===== src/rtl/uart_cmd_pkg.sv =====
// uart_cmd_pkg: state encoding and ASCII reply constants shared by the UART command engine
//   COLLECT - assembling command bytes from the RX FIFO
//   MATCH   - one-cycle parallel compare against the command table
//   REPLY   - pushing the 4-byte acknowledge into the TX FIFO
package uart_cmd_pkg;
    typedef enum logic [1:0] {COLLECT = 2'd0, MATCH = 2'd1, REPLY = 2'd2} state_t;
    localparam int REPLY_LEN = 4;
    // Byte 0 (first on the wire) sits in bits [7:0]
    localparam logic [REPLY_LEN*8-1:0] REPLY_OK = {8'h0A, 8'h0D, 8'h4B, 8'h4F};
    localparam logic [REPLY_LEN*8-1:0] REPLY_ER = {8'h0A, 8'h0D, 8'h52, 8'h45};
endpackage


===== src/rtl/uart_reply_seq.sv =====
// uart_reply_seq: pushes a 4-byte reply into the TX FIFO, one byte every 2 cycles at most
//   clock, reset_n   : system clock, asynchronous active-low reset
//   i_start          : load i_reply and begin sending (1-cycle pulse)
//   i_reply          : reply bytes, byte 0 in bits [7:0]
//   i_echo           : push i_echo_data this cycle (echo path shares the TX mux)
//   i_echo_data      : byte to echo
//   i_tx_full        : TX FIFO full flag
//   o_tx_data        : byte to TX FIFO (holds last value)
//   o_tx_we          : TX FIFO push strobe, 1-cycle pulse
//   o_done           : 1-cycle pulse together with the last reply push
module uart_reply_seq
    import uart_cmd_pkg::*;
(
    input  logic                   clock,
    input  logic                   reset_n,
    input  logic                   i_start,
    input  logic [REPLY_LEN*8-1:0] i_reply,
    input  logic                   i_echo,
    input  logic [7:0]             i_echo_data,
    input  logic                   i_tx_full,
    output logic [7:0]             o_tx_data,
    output logic                   o_tx_we,
    output logic                   o_done
);
    localparam int RW = $clog2(REPLY_LEN);
    logic [REPLY_LEN*8-1:0] r_bytes;
    logic [RW-1:0]          r_idx;
    logic                   r_active;
    logic                   w_push;
    // The previous strobe doubles as the guard: the FIFO flag is one cycle stale after a push
    assign w_push = r_active && !i_tx_full && !o_tx_we;
    always_ff @(posedge clock or negedge reset_n) begin
        if (!reset_n) begin
            r_bytes   <= '0;
            r_idx     <= '0;
            r_active  <= 1'b0;
            o_tx_data <= 8'h00;
            o_tx_we   <= 1'b0;
            o_done    <= 1'b0;
        end else begin
            o_tx_we <= 1'b0;
            o_done  <= 1'b0;
            if (i_start) begin
                r_bytes  <= i_reply;
                r_idx    <= '0;
                r_active <= 1'b1;
            end else if (w_push) begin
                o_tx_we   <= 1'b1;
                o_tx_data <= r_bytes[r_idx*8 +: 8];
                r_idx     <= r_idx + 1'b1;
                if (r_idx == RW'(REPLY_LEN - 1)) begin
                    r_active <= 1'b0;
                    o_done   <= 1'b1;
                end
            end else if (i_echo) begin
                o_tx_we   <= 1'b1;
                o_tx_data <= i_echo_data;
            end
        end
    end
endmodule


===== src/rtl/uart_cmd_engine.sv =====
// uart_cmd_engine: assembles fixed-length commands from the RX FIFO, matches them against a
// programmable table, pulses the decoded ID and answers "OK\r\n" / "ER\r\n" into the TX FIFO.
//   clock, reset_n            : system clock, asynchronous active-low reset
//   rx_fifo_empty/_data_out   : FWFT RX FIFO head;  rx_fifo_read_en : pop strobe
//   tx_fifo_full              : TX FIFO full;  tx_fifo_data_in/_write_en : push byte/strobe
//   cmd_table                 : entry k byte j at [(k*CMD_LEN+j)*8 +: 8]
//   cmd_valid/cmd_id          : match pulse and lowest matching entry (id held)
//   cmd_error                 : complete command, no match;  cmd_timeout : partial discarded
//   busy                      : high outside COLLECT
// Optional build macro UART_CMD_ECHO_EN: echo every popped byte to TX ahead of the reply.
module uart_cmd_engine
    import uart_cmd_pkg::*;
#(
    parameter int CMD_LEN        = 4,
    parameter int NUM_CMDS       = 4,
    parameter int TIMEOUT_CYCLES = 2700000,
    parameter int ID_W           = (NUM_CMDS > 1) ? $clog2(NUM_CMDS) : 1
) (
    input  logic                        clock,
    input  logic                        reset_n,
    input  logic                        rx_fifo_empty,
    input  logic [7:0]                  rx_fifo_data_out,
    output logic                        rx_fifo_read_en,
    input  logic                        tx_fifo_full,
    output logic [7:0]                  tx_fifo_data_in,
    output logic                        tx_fifo_write_en,
    input  logic [NUM_CMDS*CMD_LEN*8-1:0] cmd_table,
    output logic                        cmd_valid,
    output logic [ID_W-1:0]             cmd_id,
    output logic                        cmd_error,
    output logic                        cmd_timeout,
    output logic                        busy
);
    localparam int IW = $clog2(CMD_LEN);
    localparam int TW = (TIMEOUT_CYCLES > 1) ? $clog2(TIMEOUT_CYCLES) : 1;
    localparam logic [TW-1:0] TMAX = TW'((TIMEOUT_CYCLES > 0) ? TIMEOUT_CYCLES - 1 : 0);
    state_t                 r_state;
    logic [IW-1:0]          r_idx;
    logic [TW-1:0]          r_tcnt;
    logic [CMD_LEN*8-1:0]   r_buf;
    logic                   w_pop;
    logic                   w_echo;
    logic                   w_tmo;
    logic                   w_hit;
    logic [ID_W-1:0]        w_hit_id;
    logic                   w_done;
    // rx_fifo_read_en is the RX guard: it blocks the cycle in which the empty flag is still stale
`ifdef UART_CMD_ECHO_EN
    assign w_pop  = (r_state == COLLECT) && !rx_fifo_empty && !rx_fifo_read_en
                    && !tx_fifo_full && !tx_fifo_write_en;
    assign w_echo = w_pop;
`else
    assign w_pop  = (r_state == COLLECT) && !rx_fifo_empty && !rx_fifo_read_en;
    assign w_echo = 1'b0;
`endif
    assign w_tmo = (TIMEOUT_CYCLES != 0) && (r_idx != '0) && (r_tcnt == TMAX);
    assign busy  = (r_state != COLLECT);
    // Scan from the top so the lowest matching entry is the one left standing
    always_comb begin
        w_hit    = 1'b0;
        w_hit_id = '0;
        for (int k = NUM_CMDS - 1; k >= 0; k--)
            if (r_buf == cmd_table[k*CMD_LEN*8 +: CMD_LEN*8]) begin
                w_hit    = 1'b1;
                w_hit_id = ID_W'(k);
            end
    end
    always_ff @(posedge clock or negedge reset_n) begin
        if (!reset_n) begin
            r_state         <= COLLECT;
            r_idx           <= '0;
            r_tcnt          <= '0;
            r_buf           <= '0;
            rx_fifo_read_en <= 1'b0;
            cmd_valid       <= 1'b0;
            cmd_id          <= '0;
            cmd_error       <= 1'b0;
            cmd_timeout     <= 1'b0;
        end else begin
            rx_fifo_read_en <= 1'b0;
            cmd_valid       <= 1'b0;
            cmd_error       <= 1'b0;
            cmd_timeout     <= 1'b0;
            case (r_state)
                COLLECT: begin
                    if (w_pop) begin
                        rx_fifo_read_en       <= 1'b1;
                        r_buf[r_idx*8 +: 8]   <= rx_fifo_data_out;
                        r_tcnt                <= '0;
                        r_idx                 <= (r_idx == IW'(CMD_LEN - 1)) ? '0 : r_idx + 1'b1;
                        r_state               <= (r_idx == IW'(CMD_LEN - 1)) ? MATCH : COLLECT;
                    end else if (w_tmo) begin
                        r_idx       <= '0;
                        r_tcnt      <= '0;
                        cmd_timeout <= 1'b1;
                    end else if (r_idx != '0 && TIMEOUT_CYCLES != 0) begin
                        r_tcnt <= r_tcnt + 1'b1;
                    end
                end
                MATCH: begin
                    cmd_valid <= w_hit;
                    cmd_error <= !w_hit;
                    cmd_id    <= w_hit ? w_hit_id : cmd_id;
                    r_state   <= REPLY;
                end
                REPLY:   r_state <= w_done ? COLLECT : REPLY;
                default: r_state <= COLLECT;
            endcase
        end
    end
    uart_reply_seq u_reply (
        .clock      (clock),
        .reset_n    (reset_n),
        .i_start    (r_state == MATCH),
        .i_reply    (w_hit ? REPLY_OK : REPLY_ER),
        .i_echo     (w_echo),
        .i_echo_data(rx_fifo_data_out),
        .i_tx_full  (tx_fifo_full),
        .o_tx_data  (tx_fifo_data_in),
        .o_tx_we    (tx_fifo_write_en),
        .o_done     (w_done)
    );
endmodule


===== config.mk =====
export PLATFORM = sky130hd
export DESIGN_NAME = uart_cmd_engine
export DESIGN_NICKNAME = d
export VERILOG_FILES = /design/src/rtl/uart_cmd_pkg.sv /design/src/rtl/uart_reply_seq.sv /design/src/rtl/uart_cmd_engine.sv
export SDC_FILE = /design/constraint.sdc
export NUM_CORES = 1
export LEC_CHECK = 0
export CAP_MARGIN = 5
export CORE_AREA = 2 2 117 119
export CTS_CLUSTER_DIAMETER = 200
export CTS_CLUSTER_SIZE = 10
export DETAILED_ROUTE_END_ITERATION = 6
export DIE_AREA = 0 0 119 121
export HOLD_SLACK_MARGIN = 0.06
export PLACE_DENSITY = 0.79
export SLEW_MARGIN = 5
export SYNTH_ARGS = -nofsm -noshare
export SYNTH_HDL_FRONTEND = slang
export SYNTH_SLANG_ARGS = --single-unit
export TNS_END_PERCENT = 20

===== constraint.sdc =====
create_clock -name clock -period 2.3 [get_ports clock]
set_clock_uncertainty 0.1 [all_clocks]
set_input_delay 0.345 -clock clock [delete_from_list [all_inputs] [get_ports clock]]
set_output_delay 0.345 -clock clock [all_outputs]
set_load 0.05 [all_outputs]

After elaboration in Yosys (flattened, before gate mapping)
Index checks and enable logic that the tools add are counted.
{ "classes": {"addsub": 4, "eq_ne": 10, "shifts": 3, "mux": 37, "bitwise": 1, "reduce_logical": 23} }
{ "op_table": {"columns": ["cell", "count"], "rows": [
  ["equality test 32 bit", 4],
  ["two-way mux 22 bit", 3],
  ["negator 5 -> 34 bit", 1],
  ["variable shift 8 x 34 -> 32 bit (first input constant)", 1],
  ["variable part select 8 x 34 -> 32 bit", 1],
  ["bitwise mux 32 bit", 1],
  ["variable part select 32 x 6 -> 8 bit", 1],
  ["adder 22 x 1 -> 22 bit (second input constant)", 1],
  ["equality test 22 bit (second input constant)", 1],
  ["two-way mux 2 bit", 11],
  ["two-way mux 1 bit", 20],
  ["two-way mux 13 bit", 1],
  ["AND reduction 2 bit", 6],
  ["nonzero test 2 bit", 5],
  ["equality test 2 bit (second input constant)", 3],
  ["case mux 2 bit (3 select lines)", 1],
  ["logical AND 1 bit", 5],
  ["zero test 1 bit", 5],
  ["adder 2 x 1 -> 2 bit (second input constant)", 2],
  ["nonzero test 3 bit", 1],
  ["equality test 2 x 1 -> 1 bit (second input constant)", 1],
  ["zero test 2 bit", 1],
  ["!= test 2 bit (second input constant)", 1],
  ["NOT 1 bit", 1]
]} }
{ "totals": {"regBits": 109, "inputBits": 140, "out_inout_bits": 16, "elab_cells": 93} }

Logic depth before layout (Yosys ltp)
{ "depth": {"depth_word": 7, "depth_mapped": 10, "depth_no_buf": 8} }

Hierarchy
From an unflattened synthesis, not the netlist that was laid out.
{ "unflattened": {"hier_cells": 659, "hier_area_um2": 6520.0} }
{ "by_module_without_submodules": {"columns": ["mod", "n_inst", "cells_per_inst", "area_each_um2", "seq_area_each_um2"], "rows": [
  ["uart_cmd_engine", 1, 518, 4509.3, 1601.5],
  ["uart_reply_seq", 1, 141, 2010.7, 1126.1]
]} }

Worst setup path after synthesis
No wires, ideal clock.
{ "synth_timing": {"path_kind": "reg-to-reg", "start": "register r_idx[0]", "end": "register r_tcnt[11]", "setup_time_ps": 121, "t_arrival_ps": 1932, "slack_ps": 147, "path_stages_with_launch": 9, "n_path_buf": 2, "period_less_slack_ps": 2153, "path_cell_list": "dfrtp_1 inv_1 ha_1 buf_2 or3_1 clkbuf_1 o21ai_2 a21oi_1 o22a_1"} }
{ "synth_between": {"elab_chain_len": 4, "word_cells_on_any_way": 6, "classes_between": "mux (2); reduce/logical (4)"} }
{ "synth_lines": {"columns": ["element", "line_no", "source"], "rows": [
  ["start: declaration", "uart_cmd_engine.sv:38", "logic [IW-1:0] r_idx;"],
  ["start signal: assignment", "uart_cmd_engine.sv:90", "r_idx <= (r_idx == IW'(CMD_LEN - 1)) ? '0 : r_idx + 1'b1;"],
  ["nonzero test 2 bit *", "uart_cmd_engine.sv:56, uart_cmd_engine.sv:96", null],
  ["logical AND 1 bit", "uart_cmd_engine.sv:56", "assign w_tmo = (TIMEOUT_CYCLES != 0) && (r_idx != '0) && (r_tcnt == TMAX);"],
  ["nonzero test 3 bit (no source line) / two-way mux 22 bit (equally long branches)", null, null],
  ["AND reduction 2 bit (no source line) / two-way mux 22 bit (equally long branches)", null, null],
  ["end signal: assignment", "uart_cmd_engine.sv:97", "r_tcnt <= r_tcnt + 1'b1;"],
  ["end: declaration", "uart_cmd_engine.sv:39", "logic [TW-1:0] r_tcnt;"]
]} }
Mark *: on every way between the ends. The rest lies on a longest branch, timed or not.
A chain may end at the register's enable or synchronous reset.

Worst setup path after layout
{ "layout_timing": {"start": "register r_idx[1]", "end": "register r_tcnt[7]"} }
Same word-level chain as after synthesis.

==> flow_metrics.py <==
metrics = {
    "outcome": {
        "status": "complete, no violations",
    },
    "power_and_ir_drop": {
        "clockPowerShare_pct": 21.6,
        "p_sw_mw": 2.82,
        "pwr-share-seq_pct": 36.3,
        "power.share.switching_pct": 41.4,
        "ir_worst_vdd_uv": 509,
        "internal_power_mw": 3.99,
        "totalPowerFinal_mw": 6.81,
        "power.density_mw_per_mm2": 946,
        "leakagePower_nw": 3.21,
        "pwr-share-comb_pct": 42.1,
    },
    "job": {
        "maxCapViolCount": 0,
    },
    "clocking": {
        "clkSinkCount": 78,
        "htree_levels": 3,
        "cts_made_buffers": 9,
        "cts_buffer_depth": 2,
        "clk_latency_ns": 0.34,
        "cts_tree": "done",
        "root_buffer": "clkbuf_16",
        "cts.clk_slew.worst_paths_ns": 0.06,
    },
    "global_route": {
        "grt_overflow": 0,
        "grt_max_degree": 48,
        "grt_pass1_wl_um": 22900,
        "track_usage_pct": 20.3,
        "grt_pass1_vias": 4431,
        "antenna_found_initial": 0,
    },
    "yosys": {
        "ys_seq_area_share_pct": 38.2,
        "synth_cell_types": 49,
        "synth_common_cells": "xor2_1 (111), nand2_1 (89), dfrtp_1 (78), o21ai_0 (43), buf_2 (39)",
        "synth_edf_count": 0,
        "syn_area_per_cell_um2": 8.87,
        "ys_ff_latch": 78,
        "yosysMostFrequentCell": "xor2_1",
        "yosys_warnings": 0,
        "synth_top_cell_area_share_pct": 38.2,
        "yosys.area.top_type": "dfrtp_1",
        "synth_cells": 576,
        "yosys_most_used_dff": "dfrtp_1",
        "synth_area_mm2": 0.00511,
        "synth_area_leaders": "dfrtp_1 (38%), xor2_1 (19%), nand2_1 (6.5%), xnor2_1 (5.3%), o21ai_0 (4.2%)",
        "async_flop_share_pct": 100,
    },
    "timing": {
        "post-route-period-util_pct": 93.8,
        "hold_viol_final": 0,
        "fin_crit_ns": 2.16,
        "fmax_mhz": 464,
        "setup_violations": 0,
        "slew_viol_final": 0,
        "rsz0062_at_grt": "no",
        "holdWs_ns": 0.383,
        "relSlewSlack_pct": 55.7,
        "tightest_slew_ns": 0.664,
    },
    "place": {
        "gp_congestion": 0.867,
        "hpwl_um": 11200,
        "place_area_mm2": 0.00687,
        "io_buffers": 153,
    },
    "setup_path": {
        "end_kind": "flop",
        "start_kind": "flop",
        "critical_path.top_delay_family": "simple AND/OR/NAND/NOR gates",
        "critPathMaxFanout": 8,
        "cp.arrival_ns": 2.29,
        "required_ns": 2.43,
        "criticalPathCategory": "flop to flop",
        "path_cells": "inv_1, ha_1, or3_1, o21ai_2, buf_4, a31oi_1, o21a_1",
        "critPathBufInv": 2,
        "slowest_delay_ns": 0.52,
        "cp_slowest_cell": "or3_1",
    },
    "route": {
        "ant_nets": 0,
        "routedWlPerCell_um": 15.9,
        "drc": 0,
        "drt_iter0_drc": 229,
        "routed-via-count": 4539,
        "via_per_inst": 5.00,
        "drt_wl_total_um": 14400,
        "dr.pass1.iters": 5,
    },
    "cells_and_area": {
        "area_growth_syn_to_layout_pct": 40.9,
        "drive_gt1_share_pct": 8.20,
        "insertedDiodeCount": 0,
        "fillers": 1136,
        "fin_area_mm2": 0.00720,
        "final_nets": 875,
    },
    "floorplan": {
        "core-area_mm2": 0.0131,
        "dieArea_mm2": 0.0144,
        "die_h_um": 121,
        "die_x_um": 119,
        "io_pins": 156,
        "num_rows": 42,
        "initial_core_util_pct": 39.1,
    },
    "min_path": {
        "hp-class": "flop to flop",
    },
}
## metrics by stage
stage          utilization (%)  setup slack [ns]  cells  TNS [ns]
2_1_floorplan                -             0.147    577         0
3_3_place_gp              52.5            -0.131    891    -0.424
3_5_place_dp              52.5            -0.130    891    -0.445
4_1_cts                   54.9            0.0586    908         0
5_1_grt                   55.0            0.0173    908         0
6_report                  55.0             0.143    908         0
## cells by family after synthesis
family | Yosys count | share of synthesized area, %
AO/OA/AOI/OAI | 72 | 8.25
AND/OR/NAND/NOR | 218 | 21.4
other | 1 | 0.0734
flip-flops | 78 | 38.2
adder cells (fa/ha/maj) | 8 | 1.96
multiplexers | 3 | 0.612
buffers and inverters | 54 | 5.14
XOR/XNOR | 142 | 24.3
## worst min-delay path, stage by stage (launching register included)
cell and delay [ns]:
dfrtp_1 0.35, nand2_1 0.05, nand2_1 0.05
## routing by layer
| metal | track usage (%) | wire length, µm | vias to the layer above |
|---|---|---|---|
| li1 | - | - | 2220 |
| met1 | 24.8 | 5850 | 2164 |
| met2 | 36.7 | 7450 | 143 |
| met3 | 5.08 | 997 | 12 |
| met4 | 3.65 | 127 | 0 |
| met5 | 0 | 0 | - |
## cell type report
type / instances / area (µm²) / share of cell area, %
Timing Repair Buffer: 184 / 1780 / 24.7
Inverter: 9 / 33.8 / 0.469
Clock buffer: 9 / 225 / 3.13
Multi-Input combinational cell: 445 / 2910 / 40.4
Sequential cell: 78 / 1950 / 27.1
Clock inverter: 7 / 80.1 / 1.11
Tap cell: 176 / 220 / 3.06
## registers in the layout, indices dropped and copies added (netlist names)
| name | cells |
|---|---|
| u_reply.o_done | 1 |
| rx_fifo_read_en | 1 |
| cmd_id | 2 |
| u_reply.r_idx | 2 |
| u_reply.o_tx_we | 1 |
| r_tcnt | 22 |
| u_reply.r_active | 1 |
| r_state | 2 |
| cmd_error | 1 |
| u_reply.r_bytes | 3 |
| u_reply.o_tx_data | 6 |
| cmd_valid | 1 |
| r_buf | 32 |
| r_idx | 2 |
| cmd_timeout | 1 |
## cells in the final DEF, fill, tap and decap left out, types with 4 or more instances in the layout
| cell type | instances |
|---|---|
| a21oi_1 | 11 |
| and2_1 | 5 |
| and3_1 | 4 |
| buf_4 | 30 |
| clkbuf_16 | 9 |
| clkdlybuf4s50_1 | 151 |
| dfrtp_1 | 78 |
| ha_1 | 8 |
| inv_1 | 8 |
| nand2_1 | 89 |
| nand2b_1 | 4 |
| nand3_1 | 7 |
| nand4_1 | 20 |
| nor2_1 | 35 |
| nor3b_1 | 4 |
| nor4_1 | 26 |
| o21a_1 | 4 |
| o21ai_0 | 43 |
| or3_1 | 4 |
| xnor2_1 | 31 |
| xor2_1 | 111 |
## final timing paths
check                      cells after the start              endpoint  slack [ns]                  from
max reg2reg                                    7             r_tcnt[7]        0.14              r_idx[1]
min reg2reg                                    2  u_reply.o_tx_data[4]        0.38  u_reply.o_tx_data[4]
min in group asynchronous                      2            r_tcnt[19]        0.47               reset_n
max in group asynchronous                      3             r_buf[19]        1.04               reset_n
max                                            7             r_tcnt[7]        0.14              r_idx[1]
min                                            2  u_reply.o_tx_data[4]        0.38  u_reply.o_tx_data[4]
## power by group through the flow
stage	sequential (mW)	clock [mW]	combinational, mW
after floorplan	2.14	0	2.17
after global routing	2.53	1.56	3.15
after global placement	2.48	0	2.76
final	2.47	1.47	2.87
after CTS	2.47	1.50	2.86
after detailed placement	2.49	0	2.85
## repair_timing
action | 4_1_cts | 5_1_grt
hold buffers | 1 | 0
resized for setup | 0 | 3
setup buffers | 0 | 0
endpoints found under the hold margin | 46 | 0
endpoints found under the setup margin | 0 | 3
Power figures use the tool's default switching activity.
